==> src/rtl/tdm_pkg.sv <==
// Shared types and defaults for the TDM receive demultiplexer.
// TDM_RX_PARITY_EN adds a trailing even-parity slot to each frame.
package tdm_pkg;

    typedef enum logic {
        HUNT,
        LOCKED
    } state_e;

    localparam int TDM_NUM_CH_DEFAULT     = 4;
    localparam int TDM_MISS_LIMIT_DEFAULT = 3;

    // Index of the final slot of a frame.
    function automatic int tdm_last(input int num_ch);
`ifdef TDM_RX_PARITY_EN
        return num_ch;
`else
        return num_ch - 1;
`endif
    endfunction

endpackage

==> src/rtl/tdm_demux_rx_if.sv <==
// Serial-in / parallel-out bundle of the TDM receiver.
// Master drives the serial side, slave is the receiver.
interface tdm_demux_rx_if
    import tdm_pkg::*;
#(
    parameter int NUM_CH = TDM_NUM_CH_DEFAULT
);
    localparam int SW = $clog2(NUM_CH + 1);

    logic              bit_valid;
    logic              serial_in;
    logic              frame_sync;
    logic [NUM_CH-1:0] data_out;
    logic              frame_valid;
    logic              locked;
    logic [SW-1:0]     slot;
    logic              sync_err;
    logic              parity_err;

    modport master (
        output bit_valid, serial_in, frame_sync,
        input  data_out, frame_valid, locked, slot,
        input  sync_err, parity_err
    );

    modport slave (
        input  bit_valid, serial_in, frame_sync,
        output data_out, frame_valid, locked, slot,
        output sync_err, parity_err
    );

endinterface

==> src/rtl/tdm_slot_counter.sv <==
// Slot counter: wraps to 0 after LAST, with load-to-1 and clear.
// Clear beats load, load beats count enable.
module tdm_slot_counter #(
    parameter int WIDTH = 3,
    parameter int LAST  = 3
) (
    input  logic             clk,
    input  logic             rst,
    input  logic             en,
    input  logic             load1,
    input  logic             clr,
    output logic [WIDTH-1:0] slot,
    output logic             is_last
);

    logic [WIDTH-1:0] slot_q;
    logic [WIDTH-1:0] slot_d;

    assign slot    = slot_q;
    assign is_last = (slot_q == WIDTH'(LAST));

    always_comb begin
        slot_d = slot_q;
        if (clr) begin
            slot_d = '0;
        end else if (load1) begin
            slot_d = WIDTH'(1);
        end else if (en) begin
            slot_d = is_last ? '0 : slot_q + WIDTH'(1);
        end
    end

    always_ff @(posedge clk or posedge rst) begin
        if (rst) begin
            slot_q <= '0;
        end else begin
            slot_q <= slot_d;
        end
    end

endmodule

==> src/rtl/tdm_demux_rx.sv <==
// TDM receive demultiplexer with flywheel frame lock.
// TDM_RX_PARITY_EN enables the trailing even-parity slot check.
module tdm_demux_rx
    import tdm_pkg::*;
#(
    parameter int NUM_CH     = TDM_NUM_CH_DEFAULT,
    parameter int MISS_LIMIT = TDM_MISS_LIMIT_DEFAULT
) (
    input  logic           clk,
    input  logic           rst,
    tdm_demux_rx_if.slave  bus
);

    localparam int SW   = $clog2(NUM_CH + 1);
    localparam int MW   = $clog2(MISS_LIMIT + 1);
    localparam int LAST = tdm_last(NUM_CH);

    state_e            state_q, state_d;
    logic [MW-1:0]     miss_q, miss_d;
    logic [NUM_CH-1:0] cap_q, cap_d;
    logic [NUM_CH-1:0] data_q, data_d;
    logic              fv_q, fv_d;
    logic              se_q, se_d;
    logic              pe_q, pe_d;

    logic              cnt_en, cnt_load, cnt_clr;
    logic [SW-1:0]     slot;
    logic              is_last;
    logic [NUM_CH-1:0] word;

    tdm_slot_counter #(
        .WIDTH (SW),
        .LAST  (LAST)
    ) u_slot (
        .clk     (clk),
        .rst     (rst),
        .en      (cnt_en),
        .load1   (cnt_load),
        .clr     (cnt_clr),
        .slot    (slot),
        .is_last (is_last)
    );

    // Capture word with the current bit merged in; the parity slot
    // matches no channel index and so leaves the data bits alone.
    always_comb begin
        word = cap_q;
        for (int i = 0; i < NUM_CH; i++) begin
            if (slot == SW'(i)) word[i] = bus.serial_in;
        end
    end

    always_comb begin
        state_d  = state_q;
        miss_d   = miss_q;
        cap_d    = cap_q;
        data_d   = data_q;
        fv_d     = 1'b0;
        se_d     = 1'b0;
        pe_d     = 1'b0;
        cnt_en   = 1'b0;
        cnt_load = 1'b0;
        cnt_clr  = 1'b0;
        if (bus.bit_valid) begin
            unique case (state_q)
                HUNT: begin
                    if (bus.frame_sync) begin
                        state_d  = LOCKED;
                        cap_d    = NUM_CH'(bus.serial_in);
                        miss_d   = '0;
                        cnt_load = 1'b1;
                    end
                end
                LOCKED: begin
                    if (bus.frame_sync && slot != '0) begin
                        se_d     = 1'b1;
                        cap_d    = NUM_CH'(bus.serial_in);
                        miss_d   = '0;
                        cnt_load = 1'b1;
                    end else if (slot == '0) begin
                        if (bus.frame_sync
                            || miss_q != MW'(MISS_LIMIT - 1)) begin
                            cap_d    = NUM_CH'(bus.serial_in);
                            miss_d   = bus.frame_sync ? '0
                                     : miss_q + MW'(1);
                            cnt_load = 1'b1;
                        end else begin
                            state_d = HUNT;
                            miss_d  = '0;
                            cnt_clr = 1'b1;
                        end
                    end else begin
                        cap_d  = word;
                        cnt_en = 1'b1;
                        if (is_last) begin
                            data_d = word;
                            fv_d   = 1'b1;
`ifdef TDM_RX_PARITY_EN
                            pe_d   = ^word ^ bus.serial_in;
`endif
                        end
                    end
                end
                default: state_d = HUNT;
            endcase
        end
    end

    always_ff @(posedge clk or posedge rst) begin
        if (rst) begin
            state_q <= HUNT;
            miss_q  <= '0;
            cap_q   <= '0;
            data_q  <= '0;
            fv_q    <= 1'b0;
            se_q    <= 1'b0;
            pe_q    <= 1'b0;
        end else begin
            state_q <= state_d;
            miss_q  <= miss_d;
            cap_q   <= cap_d;
            data_q  <= data_d;
            fv_q    <= fv_d;
            se_q    <= se_d;
            pe_q    <= pe_d;
        end
    end

    assign bus.data_out    = data_q;
    assign bus.frame_valid = fv_q;
    assign bus.locked      = (state_q == LOCKED);
    assign bus.slot        = slot;
    assign bus.sync_err    = se_q;
`ifdef TDM_RX_PARITY_EN
    assign bus.parity_err  = pe_q;
`else
    assign bus.parity_err  = 1'b0;
`endif

endmodule

==> src/flat_wrapper.sv <==
// flat-port wrapper written by rule: the top's interface ports become plain ports
module tdm_demux_rx_flat import tdm_pkg::*;
#(
    parameter int NUM_CH     = TDM_NUM_CH_DEFAULT,
    parameter int MISS_LIMIT = TDM_MISS_LIMIT_DEFAULT
)
  (clk, rst, bus_bit_valid, bus_serial_in, bus_frame_sync, bus_data_out, bus_frame_valid, bus_locked, bus_slot, bus_sync_err, bus_parity_err);
  tdm_demux_rx_if #(.NUM_CH(NUM_CH)) bus_i ();
  input  logic clk;
  input  logic rst;
  input wire logic [$bits(bus_i.bit_valid)-1:0] bus_bit_valid;
  input wire logic [$bits(bus_i.serial_in)-1:0] bus_serial_in;
  input wire logic [$bits(bus_i.frame_sync)-1:0] bus_frame_sync;
  output wire logic [$bits(bus_i.data_out)-1:0] bus_data_out;
  output wire logic [$bits(bus_i.frame_valid)-1:0] bus_frame_valid;
  output wire logic [$bits(bus_i.locked)-1:0] bus_locked;
  output wire logic [$bits(bus_i.slot)-1:0] bus_slot;
  output wire logic [$bits(bus_i.sync_err)-1:0] bus_sync_err;
  output wire logic [$bits(bus_i.parity_err)-1:0] bus_parity_err;
  assign bus_i.bit_valid = bus_bit_valid;
  assign bus_i.serial_in = bus_serial_in;
  assign bus_i.frame_sync = bus_frame_sync;
  assign bus_data_out = bus_i.data_out;
  assign bus_frame_valid = bus_i.frame_valid;
  assign bus_locked = bus_i.locked;
  assign bus_slot = bus_i.slot;
  assign bus_sync_err = bus_i.sync_err;
  assign bus_parity_err = bus_i.parity_err;
  tdm_demux_rx #(.NUM_CH(NUM_CH), .MISS_LIMIT(MISS_LIMIT)) u_core (.clk(clk), .rst(rst), .bus(bus_i));
endmodule
==> config.mk <==
export PLATFORM = sky130hd
export DESIGN_NAME = tdm_demux_rx_flat
export DESIGN_NICKNAME = d
export VERILOG_FILES = /design/src/rtl/tdm_pkg.sv /design/src/rtl/tdm_demux_rx_if.sv /design/src/rtl/tdm_slot_counter.sv /design/src/rtl/tdm_demux_rx.sv /design/src/flat_wrapper.sv
export SDC_FILE = /design/constraint.sdc
export NUM_CORES = 1
export LEC_CHECK = 0
export BUFFER_PORTS_ARGS = -buffer_cell sky130_fd_sc_hd__buf_2
export CORE_MARGIN = 5
export CORE_UTILIZATION = 47
export DETAILED_ROUTE_END_ITERATION = 10
export PLACE_DENSITY = 0.82
export SYNTH_ARGS = -nofsm -noshare
export SYNTH_HDL_FRONTEND = slang
export SYNTH_SLANG_ARGS = --single-unit
==> constraint.sdc <==
create_clock -name clk -period 3.4 [get_ports clk]
set_input_delay 0.17 -clock clk [delete_from_list [all_inputs] [get_ports clk]]
set_output_delay 0.17 -clock clk [all_outputs]
set_load 0.03 [all_outputs]
==> impl_results.md, run 1 <==
* CORE AREA at 0.00156 mm^2
* Root Buffer: clkbuf_4
* Clock power share at 14.7%
* Reg-to-Reg End: u_core.miss_q[0]$_DFFE_PP0P_
* Power Dens Cells at 756 mW/mm^2
* Achievable frequency at 563 MHz
* Fin Setup TNS at 0 ns
* Detailed placement HPWL at 1070 um
* Critical path required time at 3.57 ns
* Arrival @ worst endpoint at 1.94 ns
* Mapped Area at 796 um^2
* Critical path startpoint: u_core.u_slot.slot[0]$_DFFE_PP0P_
* Clk_skew at 0.00956 ns
* Status: complete, no violations
* Number of warnings issued by yosys at 0
* Residual DRC at 0
* Initial Utilization at 51.0%
* Most common cell after layout, fill and taps aside: dfrtp_1
* Reg2Reg Setup Slack at 1.62 ns
* Max Fanout on Critical Path at 6
* Worst Hold Depth at 2
* Slew headroom at 63.5%
* # port buffers at 14
* Clock buffer depth at 2
* Max Slew Vio Count at 0
* Placed cell count at 105
* Finished Layout Cells at 110
* Hold path endpoint: u_core.cap_q[0]$_DFFE_PP0P_
* Tightest Hold Check Type: input pin to flip-flop
* Worst-case reg-to-reg path depth at 6
* Syn Area/Cell at 10.2 um^2
* Syn nets at 88
* Cells after Synth at 78
* Row count at 14
* Post-synthesis sequential area ratio at 47.2%
* Min-delay src: bus_serial_in
* Leakage power at 0.465 nW
* Place WS at 1.65 ns
* Hold WS at 0.188 ns
* Drt via density at 5.17
* Kind of start point of the critical path: flip-flop
* Final worst slack at 1.62 ns
* Reg power frac at 39.7%
* Htree depth at 1
* Die ar. at 0.00262 mm^2
* Routed len/inst at 12.8 um
* Overflow after GRT at 0
* RR Startpoint: u_core.u_slot.slot[0]$_DFFE_PP0P_
* CTS tree: built
* WL final at 1400 um
* Cell Int Power at 0.396 mW
* CTS Buf Count at 3
* DRT Pass-1 Iters at 4
* Synth Register Bits at 15
* Most frequent cells in the layout: 15 x dfrtp_1, 14 x buf_2, 8 x inv_1
* Worst vdd ir at 0.485 mV
* Pin count of the biggest net entering global routing at 16
* Die Wd at 51.1 um
* Synth cell types at 32
* Max cap viols at 0
* Area Growth Syn to Fin at 12.9%
* Antenna violations before repair at 0
* Setup violators final at 0
* Global-route wire length before repair at 2330 um
* Min cycle time layout at 1.78 ns
* CP endpoint kind: flip-flop
* Final GP Congestion at 0.747
* Slew at the pin closest to its max-slew limit at 0.547 ns
* Final period utilization at 52.2%
* # fillers at 136
* Vias at 569
* Final nets at 105
* N_diodes at 0
* Top-level port count at 16
* Vias in the first global route at 580
* Number of routed nets with antenna violations at 0
* Placed cell area at 862 um^2
* Post-cts sizing count at 0
* RSZ-0062 raised after global routing: false
* Final Cell Area at 898 um^2
* Number of DRC violations after detailed-routing iteration 0 at 6
* Proportion of layout cells with a drive suffix above 1 at 24.5%
* Sw Ratio at 41.7%
* Global-route usage over all layers at 11.8%
* TritonCTS Sinks at 15
* Comb pwr share at 45.5%
* Worst skew pair latency at 0.28 ns
* Crit path kind: flip-flop to flip-flop
* Clock slew at the register clock pins of the worst setup and hold paths at 0.09 ns
* Final hold violation count at 0
* Die height at 51.1 um
* Switch Pwr at 0.283 mW
[critical path: stages, from the launching register on]
cell and delay, ns:
dfrtp_1 0.42, inv_1 0.10, ha_1 0.25, and3b_2 0.22, o21ai_0 0.42, nor3_1 0.10, a21o_1 0.16
[layer usage]
metal  share of wire, %  global-route usage, %  vias up
li1                   -                      -      294
met1                 49                   14.0      260
met2                 45                   19.7       15
met3                6.0                   2.91        0
met4                  0                   5.83        0
met5                  0                      0        -
[power by group through the flow]
stage                     combinational (mW)  clock, mW  sequential (mW)
after global placement                 0.304          0            0.270
after floorplan                        0.170          0            0.338
after CTS                              0.311      0.103            0.271
final                                  0.309     0.0999            0.270
after global routing                   0.339      0.116            0.279
after detailed placement               0.306          0            0.275
[metrics by stage]
stage | power, mW | util [%]
after floorplan | 0.509 | -
after global placement | 0.573 | 55.3
after detailed placement | 0.581 | 55.3
after CTS | 0.685 | 57.6
after global routing | 0.734 | 57.6
final | 0.679 | 57.6
[cells in the mapped netlist]
cell	instances	area, um^2
dfrtp_1	15	375
inv_1	8	30.0
nand2_1	6	22.5
nand2b_1	6	37.5
o21ai_0	6	30.0
ha_1	5	62.6
a21oi_1	2	10.0
a31oi_1	2	12.5
mux2i_1	2	20.0
nand3_1	2	10.0
nand3b_1	2	15.0
o22ai_1	2	12.5
a21boi_0	1	7.51
a21o_1	1	7.51
and2_1	1	6.26
and3_1	1	6.26
and3_2	1	7.51
and3b_2	1	10.0
buf_2	1	5.00
buf_4	1	7.51
buf_6	1	11.3
conb_1	1	3.75
mux2_2	1	11.3
mux2_4	1	15.0
nand2b_4	1	13.8
nor2_1	1	3.75
nor2b_1	1	6.26
nor3_1	1	5.00
nor3b_1	1	7.51
o31ai_1	1	7.51
or3_1	1	6.26
or3b_2	1	8.76
[cell type report]
class / count / area, um^2 / share of cell area (%)
Multi-Input combinational cell: 52 / 367 / 40.8
Sequential cell: 15 / 375 / 41.8
Inverter: 8 / 30.0 / 3.34
Tap cell: 16 / 20.0 / 2.23
Timing Repair Buffer: 15 / 80.1 / 8.91
Clock buffer: 4 / 26.3 / 2.92
[worst max-delay path by stage]
| stage | endpoint | slack, ns |
|---|---|---|
| finish | u_core.miss_q[0]$_DFFE_PP0P_ | 1.62 |
| CTS | u_core.miss_q[0]$_DFFE_PP0P_ | 1.64 |
| detailed placement | u_core.miss_q[0]$_DFFE_PP0P_ | 1.65 |
| global placement | u_core.miss_q[0]$_DFFE_PP0P_ | 1.71 |
| global route | u_core.u_slot.slot[1]$_DFFE_PP0P_ | 1.47 |
| floorplan | u_core.bus.data_out[0]$_DFFE_PP0P_ | 1.58 |
[repair_timing]
item,4_1_cts,5_1_grt
hold buffers,1,0
setup buffers,0,0
endpoints found under the hold margin,15,0
[state kept, by name (all words and copies together), names as in the netlist]
signal and count:
u_core.u_slot.slot 3, u_core.bus.locked 1, u_core.miss_q 2, u_core.bus.data_out 4
u_core.bus.sync_err 1, u_core.cap_q 3, u_core.bus.frame_valid 1
[logic make-up after synthesis]
logic type               count (synthesis)  synth area share (%)
AND/OR/NAND/NOR                         27                  20.9
AO/OA/AOI/OAI                           15                  11.0
flip-flops                              15                  47.2
buffers and inverters                   11                  6.76
adder cells (fa/ha/maj)                  5                  7.86
multiplexers                             4                  5.82
other                                    1                 0.471
Note: power is estimated with default switching activity, not from simulation.
==> run 2: changes to the inputs <==
Settings changed: CORE_UTILIZATION 47 to 46, PLACE_DENSITY 0.82 to 0.83.
Clock period 3.4 ns to 1.48 ns, I/O delays scaled along.
==> impl_results.md, run 2 (synthesis gave the netlist of run 1 again) <==
* Kind of start point of the critical path: flip-flop
* Area of the multi-input gates at 422 um^2
* Max FFs per register at 4
* Final period utilization at 99.6%
* Drt via density at 5.27
* Clk_skew at 0.00692 ns
* Root Buffer: clkbuf_4
* Proportion of layout cells with a drive suffix above 1 at 42.2%
* Max cap viols at 0
* Die Wd at 51.6 um
* Arrival @ worst endpoint at 1.64 ns
* Worst-case reg-to-reg path depth at 4
* Switch Pwr at 0.746 mW
* # port buffers at 14
* Antenna violations before repair at 0
* Final worst slack at 0.00635 ns
* Hold path endpoint: u_core.cap_q[0]$_DFFE_PP0P_
* Slew headroom at 63.9%
* Comb pwr share at 53.0%
* Most frequent cells in the layout: 14 x buf_2, 13 x dfrtp_1, 8 x buf_4
* CTS Buf Count at 3
* Number of routed nets with antenna violations at 0
* Leakage power at 0.509 nW
* RSZ-0062 raised after global routing: true
* CP endpoint kind: flip-flop
* CTS tree: built
* Power Dens Cells at 1790 mW/mm^2
* Max Fanout on Critical Path at 5
* Routed len/inst at 13.2 um
* WL final at 1570 um
* Min cycle time layout at 1.47 ns
* Max Slew Vio Count at 0
* Cell Int Power at 1.08 mW
* Tightest Hold Check Type: input pin to flip-flop
* # fillers at 141
* Reg area at 378 um^2
* Initial Utilization at 47.1%
* CORE AREA at 0.00169 mm^2
* Critical Path Max Stage Delay at 0.43 ns
* N_diodes at 0
* Critical path's top delay family: flip-flops
* Worst Hold Depth at 2
* CP bufs+invs at 0
* Top-level port count at 16
* Clock power share at 12.3%
* Reg-to-Reg End: u_core.bus.data_out[0]$_DFFE_PP0P_
* Final GP Congestion at 0.751
* Htree depth at 1
* Residual DRC at 0
* Placed cell area at 905 um^2
* Global-route usage over all layers at 13.1%
* Util after Layout at 60.4%
* Final hold violation count at 0
* Sw Ratio at 40.8%
* Crit-path slowest cell: dfrtp_2
* Reg2Reg Setup Slack at 0.006 ns
* Worst skew pair latency at 0.28 ns
* DRT Pass-1 Iters at 4
* Reg power frac at 34.7%
* Vias in the first global route at 595
* Place WS at -0.0283 ns
* Vias at 627
* Die ar. at 0.00266 mm^2
* Most common cell after layout, fill and taps aside: buf_2
* Setup violators final at 0
* Die height at 51.6 um
* Number of DRC violations after detailed-routing iteration 0 at 4
* Final Cell Area at 0.00102 mm^2
* Slew at the pin closest to its max-slew limit at 0.540 ns
* Row count at 15
* Achievable frequency at 679 MHz
* Crit path kind: flip-flop to flip-flop
* Min-delay src: bus_serial_in
* Overflow after GRT at 0
* Pin count of the biggest net entering global routing at 16
* Status: complete, no violations
* Critical path required time at 1.65 ns
* RR Startpoint: u_core.u_slot.slot[0]$_DFFE_PP0P_
* Clock buffer depth at 2
* Area Growth Syn to Fin at 28.1%
* Clock slew at the register clock pins of the worst setup and hold paths at 0.08 ns
* Worst vdd ir at 0.992 mV
* TritonCTS Sinks at 15
* Global-route wire length before repair at 2560 um
* Crit-path cells: ha_2 > nand2b_4 > or3_4 > mux2_4
* Final nets at 113
-- run 2: cell types whose count changed in the layout (fill, tap and decap cells not counted), sizes merged --
cell,before,now
buf,14,22
-- run 2: worst register-to-register path, stage by stage (launching register included) --
cell and delay [ns]:
dfrtp_2 0.43, ha_2 0.23, nand2b_4 0.06, or3_4 0.34, mux2_4 0.30
-- run 2: timing repair --
item | in CTS | in global routing
hold endpoints to repair | 15 | 0
endpoints found under the setup margin | 5 | 12
pin swaps | 0 | 1
hold buffers | 1 | 0
buffers inserted | 1 | 4
gates resized for setup | 4 | 6
-- run 2: metrics by stage --
stage               setup TNS (ns)  hold WS, ns  instances  power (mW)
detailed placement         -0.0450        0.156        109        1.43
finish                           0       0.0739        119        1.83
global placement                 0        0.143        109        1.39
floorplan                   -0.153      -0.0247         78        1.21
global route                -0.179       0.0787        119        1.98
CTS                        -0.0177       0.0671        115        1.70
-- run 2: power by group through the flow --
stage,clock network (mW),registers [mW],logic (mW)
5_1_grt,0.259,0.655,1.06
3_3_place_gp,0,0.632,0.759
6_report,0.225,0.634,0.969
3_5_place_dp,0,0.646,0.781
2_1_floorplan,0,0.787,0.423
4_1_cts,0.233,0.636,0.827
-- run 2: how the worst max path moves through the flow --
stage,startpoint,endpoint,depth (start not counted)
floorplan,u_core.u_slot.slot[0]$_DFFE_PP0P_,u_core.bus.data_out[0]$_DFFE_PP0P_,5
global placement,u_core.u_slot.slot[0]$_DFFE_PP0P_,u_core.u_slot.slot[0]$_DFFE_PP0P_,7
detailed placement,u_core.u_slot.slot[0]$_DFFE_PP0P_,u_core.cap_q[0]$_DFFE_PP0P_,6
CTS,u_core.u_slot.slot[0]$_DFFE_PP0P_,u_core.u_slot.slot[0]$_DFFE_PP0P_,7
global route,u_core.u_slot.slot[1]$_DFFE_PP0P_,u_core.u_slot.slot[0]$_DFFE_PP0P_,7
finish,u_core.u_slot.slot[0]$_DFFE_PP0P_,u_core.bus.data_out[0]$_DFFE_PP0P_,4
-- run 2: layout make-up --
cell class,instances,share of cell area (%)
inverter,8,3.19
timing repair buffer,23,13.7
tap,17,2.09
multi-input combinational,52,41.3
clock buffer,4,2.58
sequential,15,37.1
-- run 2: metal layers --
layer	GRT usage, %	part of all wire (%)	vias up
met5	0	0	-
met4	4.37	1.2	0
met3	4.58	4.8	4
met2	21.2	51	18
met1	16.3	43	290
li1	-	-	315
